File: config.mk
export PLATFORM = sky130hd
export DESIGN_NAME = load_store_queue
export DESIGN_NICKNAME = d
export VERILOG_FILES = /design/src/rtl/load_store_queue.sv
export SDC_FILE = /design/constraint.sdc
export NUM_CORES = 1
export LEC_CHECK = 0
export CAP_MARGIN = 20
export CORE_UTILIZATION = 45
export DETAILED_ROUTE_END_ITERATION = 8
export PLACE_DENSITY = 0.76
export SLEW_MARGIN = 20
export SYNTH_ARGS = -nofsm -noshare
export SYNTH_HDL_FRONTEND = slang
export SYNTH_SLANG_ARGS = --single-unit
File: constraint.sdc
create_clock -name clk -period 9.1 [get_ports clk]
set_input_delay 1.365 -clock clk [delete_from_list [all_inputs] [get_ports clk]]
set_output_delay 1.365 -clock clk [all_outputs]
set_load 0.005 [all_outputs]
File: src/rtl/load_store_queue.sv
// In-order load/store queue: circular buffer of memory ops filled by the AGU and
// issued to data memory only from the head, loads via a two-state head FSM.
module load_store_queue #(
  parameter int DEPTH = 8
) (
  input  logic                      clk,
  input  logic                      rstn,
  input  logic                      disp_valid,
  input  logic                      disp_is_store,
  input  logic                      disp_size,
  input  logic [31:0]               disp_pc,
  input  logic [5:0]                disp_dest_p,
  input  logic                      agu_valid,
  input  logic [31:0]               agu_pc,
  input  logic [31:0]               agu_addr,
  input  logic [31:0]               agu_store_data,
  input  logic                      rob_store_commit,
  input  logic [31:0]               rob_store_pc,
  output logic                      mem_req,
  output logic                      mem_we,
  output logic                      mem_size,
  output logic [31:0]               mem_addr,
  output logic [31:0]               mem_wdata,
  input  logic [31:0]               mem_rdata,
  output logic                      ld_cmp_valid,
  output logic [31:0]               ld_cmp_pc,
  output logic [5:0]                ld_cmp_dest_p,
  output logic [31:0]               ld_cmp_data,
  output logic                      st_cmp_valid,
  output logic [31:0]               st_cmp_pc,
  output logic                      lsq_full,
  output logic                      dbg_state,
  output logic [$clog2(DEPTH):0]    dbg_count
);
  localparam int AW    = $clog2(DEPTH);
  localparam int CNT_W = AW + 1;

  typedef enum logic {IDLE, LOAD_RESP} state_t;

  state_t            state, state_nxt;
  logic [AW-1:0]     head, tail;
  logic [CNT_W-1:0]  count;

  logic [DEPTH-1:0]  e_valid, e_store, e_size, e_av;
  logic [31:0]       e_pc   [DEPTH];
  logic [5:0]        e_dest [DEPTH];
  logic [31:0]       e_addr [DEPTH];
  logic [31:0]       e_data [DEPTH];

  logic              push, pop, ld_fire;
  logic              fill_hit, fill_en;
  logic [AW-1:0]     fill_idx;
  logic              head_load_rdy, head_store_go;
  logic [7:0]        ld_byte;
  logic [31:0]       ld_data;

  // Dispatch handshake: disp_valid is the offer, !lsq_full the ready; an offer
  // made while the registered count is DEPTH is dropped, not held.
  assign lsq_full  = rstn && (count == CNT_W'(DEPTH));
  assign push      = disp_valid && (count != CNT_W'(DEPTH));
  assign dbg_state = (state == LOAD_RESP);
  assign dbg_count = count;

  // Only already-valid entries can match, so a same-cycle dispatch is never filled.
  always_comb begin
    fill_hit = 1'b0;
    fill_idx = '0;
    for (int i = 0; i < DEPTH; i++) begin
      if (!fill_hit && e_valid[i] && (e_pc[i] == agu_pc)) begin
        fill_hit = 1'b1;
        fill_idx = AW'(i);
      end
    end
  end
  assign fill_en = agu_valid && fill_hit;

  assign head_load_rdy = e_valid[head] && !e_store[head] && e_av[head];
  assign head_store_go = e_valid[head] && e_store[head] && e_av[head] &&
                         rob_store_commit && (rob_store_pc == e_pc[head]);

  always_comb begin
    case (e_addr[head][1:0])
      2'd0:    ld_byte = mem_rdata[7:0];
      2'd1:    ld_byte = mem_rdata[15:8];
      2'd2:    ld_byte = mem_rdata[23:16];
      default: ld_byte = mem_rdata[31:24];
    endcase
    ld_data = e_size[head] ? mem_rdata : {{24{ld_byte[7]}}, ld_byte};
  end

  always_comb begin
    state_nxt = state;
    mem_req   = 1'b0;
    mem_we    = 1'b0;
    mem_size  = 1'b0;
    mem_addr  = '0;
    mem_wdata = '0;
    pop       = 1'b0;
    ld_fire   = 1'b0;
    case (state)
      IDLE: begin
        if (head_load_rdy) begin
          mem_req   = 1'b1;
          mem_addr  = e_addr[head];
          mem_size  = e_size[head];
          state_nxt = LOAD_RESP;
        end else if (head_store_go) begin
          mem_req   = 1'b1;
          mem_we    = 1'b1;
          mem_addr  = e_addr[head];
          mem_wdata = e_data[head];
          mem_size  = e_size[head];
          pop       = 1'b1;
        end
      end
      LOAD_RESP: begin
        pop       = 1'b1;
        ld_fire   = 1'b1;
        state_nxt = IDLE;
      end
      default: state_nxt = IDLE;
    endcase
    if (!rstn) begin
      mem_req   = 1'b0;
      mem_we    = 1'b0;
      mem_size  = 1'b0;
      mem_addr  = '0;
      mem_wdata = '0;
    end
  end

  always_ff @(posedge clk) begin
    if (!rstn) begin
      state         <= IDLE;
      head          <= '0;
      tail          <= '0;
      count         <= '0;
      e_valid       <= '0;
      ld_cmp_valid  <= 1'b0;
      ld_cmp_pc     <= '0;
      ld_cmp_dest_p <= '0;
      ld_cmp_data   <= '0;
      st_cmp_valid  <= 1'b0;
      st_cmp_pc     <= '0;
    end else begin
      state        <= state_nxt;
      ld_cmp_valid <= ld_fire;
      if (ld_fire) begin
        ld_cmp_pc     <= e_pc[head];
        ld_cmp_dest_p <= e_dest[head];
        ld_cmp_data   <= ld_data;
      end
      st_cmp_valid <= fill_en && e_store[fill_idx];
      if (fill_en && e_store[fill_idx]) st_cmp_pc <= agu_pc;
      if (push) begin
        e_valid[tail] <= 1'b1;
        tail          <= tail + 1'b1;
      end
      if (pop) begin
        e_valid[head] <= 1'b0;
        head          <= head + 1'b1;
      end
      count <= count + CNT_W'(push) - CNT_W'(pop);
    end
  end

  // Payload needs no reset: it is only observed behind e_valid.
  always_ff @(posedge clk) begin
    if (push) begin
      e_store[tail] <= disp_is_store;
      e_size[tail]  <= disp_size;
      e_pc[tail]    <= disp_pc;
      e_dest[tail]  <= disp_dest_p;
      e_av[tail]    <= 1'b0;
    end
    if (fill_en) begin
      e_av[fill_idx]   <= 1'b1;
      e_addr[fill_idx] <= agu_addr;
      e_data[fill_idx] <= agu_store_data;
    end
  end

endmodule

==> summary.txt, run 1 <==
Setup path
  – CP endpoint kind: output pin
  – FF-to-FF setup slack: 2.90 ns
  – WP data arrival: approximately 6.5 ns
  – WS Path Type: reg -> out
  – Crit start category: flop
  – Reg2Reg Depth: 16
  – Worst EP required: 7.74 ns
  – Max FO, Critical Path: 44

Floorplan
  – Die width: 304 um
  – Row count: 110
  – Area of the die: roughly 0.092 mm^2
  – Initial Util: 45.5%
  – Die H: between 300 and 400 um
  – Ports: 382
  – Core area: 0.0900 mm^2

STA
  – RSZ-0062 raised after global routing: no
  – Max-Slew Margin vs Limit: 22.7%
  – Crit path time final: 7.84 ns
  – Min Hold Slack: about 0.45 ns
  – Final setup vio count: 0
  – Period utilization: 86.1%
  – Clock Skew: 0.0689 ns
  – Slew Limit Fails: 0
  – Final worst setup slack: 1.26 ns
  – Setup TNS Final: 0 ns
  – Slew of the pin with the lowest slew margin: 1.15 ns
  – FMAX: 0.128 GHz
  – Final hold violations: 0

Logic synthesis
  – Sequential fraction of the synthesis area: between 60% and 70%
  – Syn_area_per_cell: 16.7 um^2
  – Synth area leaders: edfxtp_1, mux4_2, dfxtp_1, xor2_1, mux2i_1
  – Async set-reset flop share out of synthesis: 0%
  – Post-Syn Instances: 2450
  – Area share of the largest cell type after synthesis: 61.1%
  – Area leader, netlist: edfxtp_1
  – #FFs+latches synth: 966
  – Top-count cell post-synth: edfxtp_1
  – Syn_nets: 2663
  – Cell variety after synth: slightly below 60
  – Synth top cells by count: edfxtp_1, mux4_2, xor2_1
  – Cell area after synthesis: 0.0409 mm^2
  – EDFF count, synth: 832
  – Most used DFF post-synth: edfxtp_1
  – Yosys warns: 0

Routing
  – Initial drt markers: 2898
  – Vias/cell: just over 6
  – First drt pass iteration count: 5
  – DRC errors left: 0
  – Post-Route WL: 133000 um
  – WL/cell: 32.5 um
  – Final ANT Viol Nets: 0
  – Vias: 24800

Place
  – Dpl ws: ~2.1 ns
  – Hpwl dp: 94400 um
  – Gpl congestion: 1.04
  – PortBufs: 381

Layout
  – Final Core Density: 54.9%
  – Register area: between 0.02 and 0.03 mm^2
  – Area Growth Syn to Fin: 20.8%
  – Multi-input logic area: 0.0127 mm^2
  – Fill cells: 6984
  – Share of layout cells above drive strength 1: 15.9%
  – Final-stage net count: 3048

Power
  – Power Density: 196 mW/mm^2
  – VDD IR max: 0.190 mV
  – Leakage Power: around 15 nW

Clock network
  – Setup Buffers After CTS: 0
  – PostCTS Resize Cnt: 0
  – Post-CTS Hold Fix Bufs: 0
  – Clock Path Buffers: 3
  – Clk_lat worst skew: approximately 0.72 ns
  – Root buf cell: clkbuf_16
  – CTS tree: done
  – Total CTS buffers: 97
  – CTS H-tree depth: 3
  – Worst-path clk slew: 0.06 ns
  – CTS sink cnt: between 900 and 1000

Worst hold path
  – Worst hold path class: reg -> reg
  – WHS Path Cells: 2

Global routing
  – GRT Residual Overflow: 0
  – First-pass GRT wire length: 184000 um
  – Largest net degree at the start of global routing: 79
  – Vias in the first global route: between 20000 and 25000
  – Initial antenna violation count: 10
  – GR Util All Layers: approximately 29%

Run
  – Max-Cap Viols: 0

Status
  – Status: complete, no violations
[routing by layer]
metal  wire (um)  global-route usage (%)  vias up
met5          63                       0        -
met1       51600                    38.0    12900
met3       11900                    6.14      233
met4        5870                    11.6       10
met2       63800                    46.4     1263
li1            -                       -    10400
[sequential cells by signal (all words and copies together) (netlist names), named ones only]
register,flops
ld_cmp_dest_p,6
tail,3
e_store,8
e_size,8
ld_cmp_valid,1
e_pc,256
dbg_state,1
e_dest,48
dbg_count,4
st_cmp_valid,1
e_addr,256
e_av,8
ld_cmp_pc,32
st_cmp_pc,32
head,3
ld_cmp_data,32
e_data,256
e_valid,8
[critical path, cell delays in order, from the launching register on]
cell and delay [ns]:
dfxtp_4 1.00, buf_4 0.62, mux4_2 0.57, mux2i_1 0.50
xnor2_1 0.39, nor4_1 0.37, nand4_1 0.46, nor3_1 0.32
buf_4 0.22, o21ai_4 0.21, buf_16 0.25, nor2_1 0.12
clkdlybuf4s50_1 0.59
[layout by cell type, fill, tap and decap left out, types with 19 or more instances in the layout]
cell / netlist / final
nand4_1: 44 / 44
edfxtp_1: 832 / 832
a211oi_1: 38 / 38
mux2i_1: 146 / 146
clkinv_2: 0 / 22
nor4_1: 80 / 80
o21ai_0: 49 / 49
xor2_1: 180 / 180
clkdlybuf4s50_1: 0 / 380
a21oi_1: 67 / 67
clkbuf_1: 85 / 19
nand2_1: 98 / 98
dfxtp_1: 134 / 130
mux4_2: 213 / 213
clkbuf_16: 0 / 97
xnor2_1: 112 / 112
nor2_1: 155 / 141
buf_4: 1 / 46
[through the flow]
step / area, um^2 / total power (W) / std cells
floorplan: 40900 / 0.00530 / 2450
global placement: 46100 / 0.00570 / 3908
detailed placement: 46100 / 0.00571 / 3910
CTS: 49400 / 0.00972 / 4093
global route: 49400 / 0.00992 / 4098
finish: 49400 / 0.00968 / 4101
[layout make-up]
type                            count  share of cell area, %
Inverter                           15                  0.114
Antenna cell                        6                 0.0304
Clock buffer                      119                   5.14
Clock inverter                     64                   1.45
Timing Repair Buffer              432                   8.66
Sequential cell                   966                   56.0
Multi-Input combinational cell   1323                   25.6
Tap cell                         1176                   2.98
[power by group]
| part | leakage [nW] | switching (W) | internal (W) |
|---|---|---|---|
| sequential | 8.59 | 0.0000465 | 0.00488 |
| combinational | 5.04 | 0.000476 | 0.000236 |
| clock | 1.56 | 0.00177 | 0.00227 |
[worst paths after layout]
check                                          startpoint                         to
worst max-delay path                                 flop               mem_addr[10]
worst min-delay path            st_cmp_pc[1]$_SDFFE_PN0P_  st_cmp_pc[1]$_SDFFE_PN0P_
worst max register to register                       flop    dbg_count[2]$_SDFF_PN0_
worst min register to register  st_cmp_pc[1]$_SDFFE_PN0P_  st_cmp_pc[1]$_SDFFE_PN0P_
[cell families after synthesis]
family                     after synthesis  synth area share, %
AOI/OAI and AO/OA                      188                 2.95
xor gates and xnor gates               292                 6.25
adders and majority gates                8                0.263
buffers and inverters                  161                 1.73
DFF                                    966                 67.6
muxes                                  361                 15.4
and+or+nand+nor                        474                 5.84
Power figures use the tool's default switching activity.
==> run 2: changes to the inputs <==
Settings changed: ABC_AREA set to 1, PLACE_DENSITY 0.76 to not set, PLACE_DENSITY_LB_ADDON set to 0.15.
==> run 2 against run 1 <==
Register-to-register slack gained 0.77 ns. Non-clock buffer count stayed put. Highest routed layer unchanged. Routed wire length rose by 3.7%. Largest cell class unchanged. Sequential share of layout area fell by 0.83 points. Synthesized cell count is 60% higher. Core utilization down 0.44 points. Worst hold slack got worse by 0.0029 ns. Clock power up 4%. Cell count is 36% higher.
==> summary.txt, run 2 <==
Global routing
  – First-pass GRT wire length: 199000 um (+8.5%)
  – GR Util All Layers: 28.8% (+0.10 points)
  – Largest net degree at the start of global routing: 185 (+130%)
  – Vias in the first global route: 30100 (+22%)
  – GRT Residual Overflow: 0 (unchanged)
  – Initial antenna violation count: 15 (+5)

Routing
  – WL/cell: 24.8 um (-24%)
  – Final ANT Viol Nets: 0 (unchanged)
  – Initial drt markers: 3470 (+20%)
  – Post-Route WL: 138000 um (+3.7%)
  – Vias/cell: 5.60 (-7.3%)
  – Vias: 31200 (+26%)
  – DRC errors left: 0 (unchanged)
  – First drt pass iteration count: 6 (+1)

STA
  – Crit path time final: 7.48 ns (-0.358 ns)
  – Setup TNS Final: 0 ns (unchanged)
  – Slew of the pin with the lowest slew margin: 1.07 ns (-0.0758 ns)
  – FMAX: 0.134 GHz (+4.8%)
  – Final worst setup slack: 1.62 ns (+0.358 ns)
  – Slew Limit Fails: 0 (unchanged)
  – Final setup vio count: 0 (unchanged)
  – Max-Slew Margin vs Limit: 28.3% (+5.6 points)
  – Final hold violations: 0 (unchanged)
  – RSZ-0062 raised after global routing: no
  – Clock Skew: 0.0457 ns (-0.0232 ns)
  – Period utilization: 82.2% (-3.9 points)

Logic synthesis
  – Synth Area in Adders: 0.256% (-0.0069 points)
  – Sequential fraction of the synthesis area: 65.8% (-1.8 points)
  – Async set-reset flop share out of synthesis: 0% (unchanged)
  – Area leader, netlist: edfxtp_1
  – #FFs+latches synth: 966 (unchanged)
  – Post-Syn Instances: 3928 (+60%)
  – Post-synthesis mux area share: 0.0238% (-15 points)
  – Syn_area_per_cell: 10.7 um^2 (-36%)
  – Synth top cells by count: edfxtp_1, nand2_1, nor2_1
  – Synth area leaders: edfxtp_1, dfxtp_1, nand2_1, o21ai_0, nor2_1
  – Area share of the largest cell type after synthesis: 59.5% (-1.6 points)
  – Post-Synth XOR/XNOR Area: 1.98% (-4.3 points)
  – Cell area after synthesis: 0.0420 mm^2 (+2.7%)
  – Most used DFF post-synth: edfxtp_1
  – Post-synthesis compound-gate area fraction: 13.5% (+11 points)
  – EDFF count, synth: 832 (unchanged)
  – Yosys warns: 0 (unchanged)
  – Syn_nets: 4141 (+56%)
  – Cell variety after synth: 56 (-5.1%)
  – Synth Area in Simple Gates: 13.2% (+7.4 points)
  – Main combinational cell family by area after synthesis: compound AO/OA/AOI/OAI gates
  – Top-count cell post-synth: edfxtp_1

Worst hold path
  – Worst hold path class: reg -> reg

Setup path
  – Max FO, Critical Path: 184 (+320%)
  – Critical Path Slowest Stage Cell: o21ai_4
  – CP peak stage delay: 0.90 ns (-0.10 ns)
  – WP data arrival: 6.11 ns (-0.36 ns)
  – Worst EP required: 7.74 ns (about the same)
  – WS Path Type: reg -> out
  – CP endpoint kind: output pin
  – CP delay by family, top: compound AO/OA/AOI/OAI gates
  – Most used cell, CP: o21ai_0
  – Crit start category: flop
  – Critical path buffer and inverter count: 2 (-2)
  – Critical Path, Cell by Cell: clkinv_8 > o21ai_0 > o21ai_0 > o21ai_1 > xnor2_1 > nor2_1 > nand4_1 > nand3b_2 > o21ai_4 > o21a_1 > clkdlybuf4s50_1

Place
  – PortBufs: 381 (unchanged)
  – Placed Cells: 5371 (+37%)
  – Dpl ws: 2.42 ns (+0.332 ns)
  – Hpwl dp: 91000 um (-3.6%)
  – Gpl congestion: 1.06 (+1.9%)

Floorplan
  – Die width: 308 um (+1.3%)
  – Area of the die: 0.0946 mm^2 (+2.7%)
  – Initial Util: 45.6% (+0.18 points)
  – Core area: 0.0921 mm^2 (+2.3%)
  – Row count: 111 (+0.91%)
  – Die H: 308 um (+1.3%)
  – Ports: 382 (unchanged)

Layout
  – Post-Layout Cell Count: 5573 (+36%)
  – Area Growth Syn to Fin: 19.4%
  – Most common cell after layout, fill and taps aside: edfxtp_1
  – Final-stage net count: 4447 (+46%)
  – Most frequent cells in the layout: edfxtp_1, nand2_1, nor2_1
  – Largest registers: e_addr: 256 flops, e_data: 256 flops, e_pc: 256 flops
  – Share of layout cells above drive strength 1: 6.80% (-9.1 points)

Power
  – Leakage Power: 17.9 nW (+18%)
  – VDD IR max: 0.179 mV (-6.2%)
  – Switch share: 23.1% (-0.59 points)
  – Clock share of power: 42.8% (+1.0 points)
  – Sw Pwr: 0.00227 W (-1.1%)
  – Int Pwr: 0.00755 W (+2.2%)
  – Sequential Power Share: 50.4% (-0.5 points)
  – Total power draw: 0.00982 W (+1.4%)
  – Power Density: 196 mW/mm^2 (about the same)
  – Comb power frac: 6.8% (-0.6 points)

Status
  – Status: complete, no violations

Clock network
  – CTS H-tree depth: 3 (unchanged)
  – Clk_lat worst skew: 0.69 ns (-0.03 ns)
  – CTS tree: done
  – PostCTS Resize Cnt: 0 (unchanged)
  – Post-CTS Hold Fix Bufs: 0 (unchanged)
  – Setup Buffers After CTS: 0 (unchanged)
  – Root buf cell: clkbuf_16
  – Clock Path Buffers: 3 (unchanged)
  – Worst-path clk slew: 0.07 ns (about the same)
  – CTS sink cnt: 966 (unchanged)
  – Total CTS buffers: 103 (+6.2%)

Run
  – Max-Cap Viols: 0 (unchanged)
-- run 2: path summary, 6_finish.rpt --
path / depth (start not counted) / startpoint / endpoint / slack, ns
worst min register to register: 2 / ld_cmp_dest_p[2]$_SDFFE_PN0P_ / ld_cmp_dest_p[2]$_SDFFE_PN0P_ / 0.45
worst max-delay path: 11 / flop / mem_addr[26] / 1.62
worst min-delay path: 2 / ld_cmp_dest_p[2]$_SDFFE_PN0P_ / ld_cmp_dest_p[2]$_SDFFE_PN0P_ / 0.45
worst max register to register: 16 / flop / dbg_count[2]$_SDFF_PN0_ / 3.67
-- run 2: cell type report --
class	count	area [um^2]
multi-input cells	2458	12200
clock buffers	142	2930
diodes	7	17.5
clock inverters	52	503
flip-flops and latches	966	27700
well taps	1243	1560
inverters	273	1040
fillers	8062	41900
repair buffers	432	4210
-- run 2: through the flow --
step	hold WS [ns]	area [um^2]	utilization [%]
6_report	0.450	50200	54.5
4_1_cts	0.452	50100	54.4
3_3_place_gp	0.441	46700	50.7
2_1_floorplan	0.429	42000	-
5_1_grt	0.474	50200	54.5
3_5_place_dp	0.439	46700	50.7
-- run 2: kinds of logic (layout without fill, tap and decap cells) --
family	count (synthesis)	in the layout
AO/OA/AOI/OAI	983	983
XOR/XNOR	95	95
adder cells (fa/ha/maj)	8	8
buffers and inverters	504	899
flip-flops	966	966
multiplexers	1	1
other	0	7
AND/OR/NAND/NOR	1371	1371
-- run 2: worst min-delay path: cells and delay by family (launching register included) --
family	cells	cell delay (ns)
and+or+nand+nor	2	0.10
DFF	1	0.31
-- run 2: routing by layer --
metal  routed length, um  global-route usage, %  vias to the layer above
met5                 131                      0                        -
met4                8390                   15.6                       20
met3               11300                   5.99                      358
met2               65100                   46.9                     1381
met1               53200                   36.2                    15000
li1                    -                      -                    14400
-- run 2: power by group through the flow --
stage / clock network, W / registers, W / logic, W
global route: 0.00443 / 0.00496 / 0.000711
detailed placement: 0 / 0.00504 / 0.000654
CTS: 0.00425 / 0.00495 / 0.000656
global placement: 0 / 0.00504 / 0.000652
floorplan: 0 / 0.00503 / 0.000309
finish: 0.00420 / 0.00495 / 0.000669
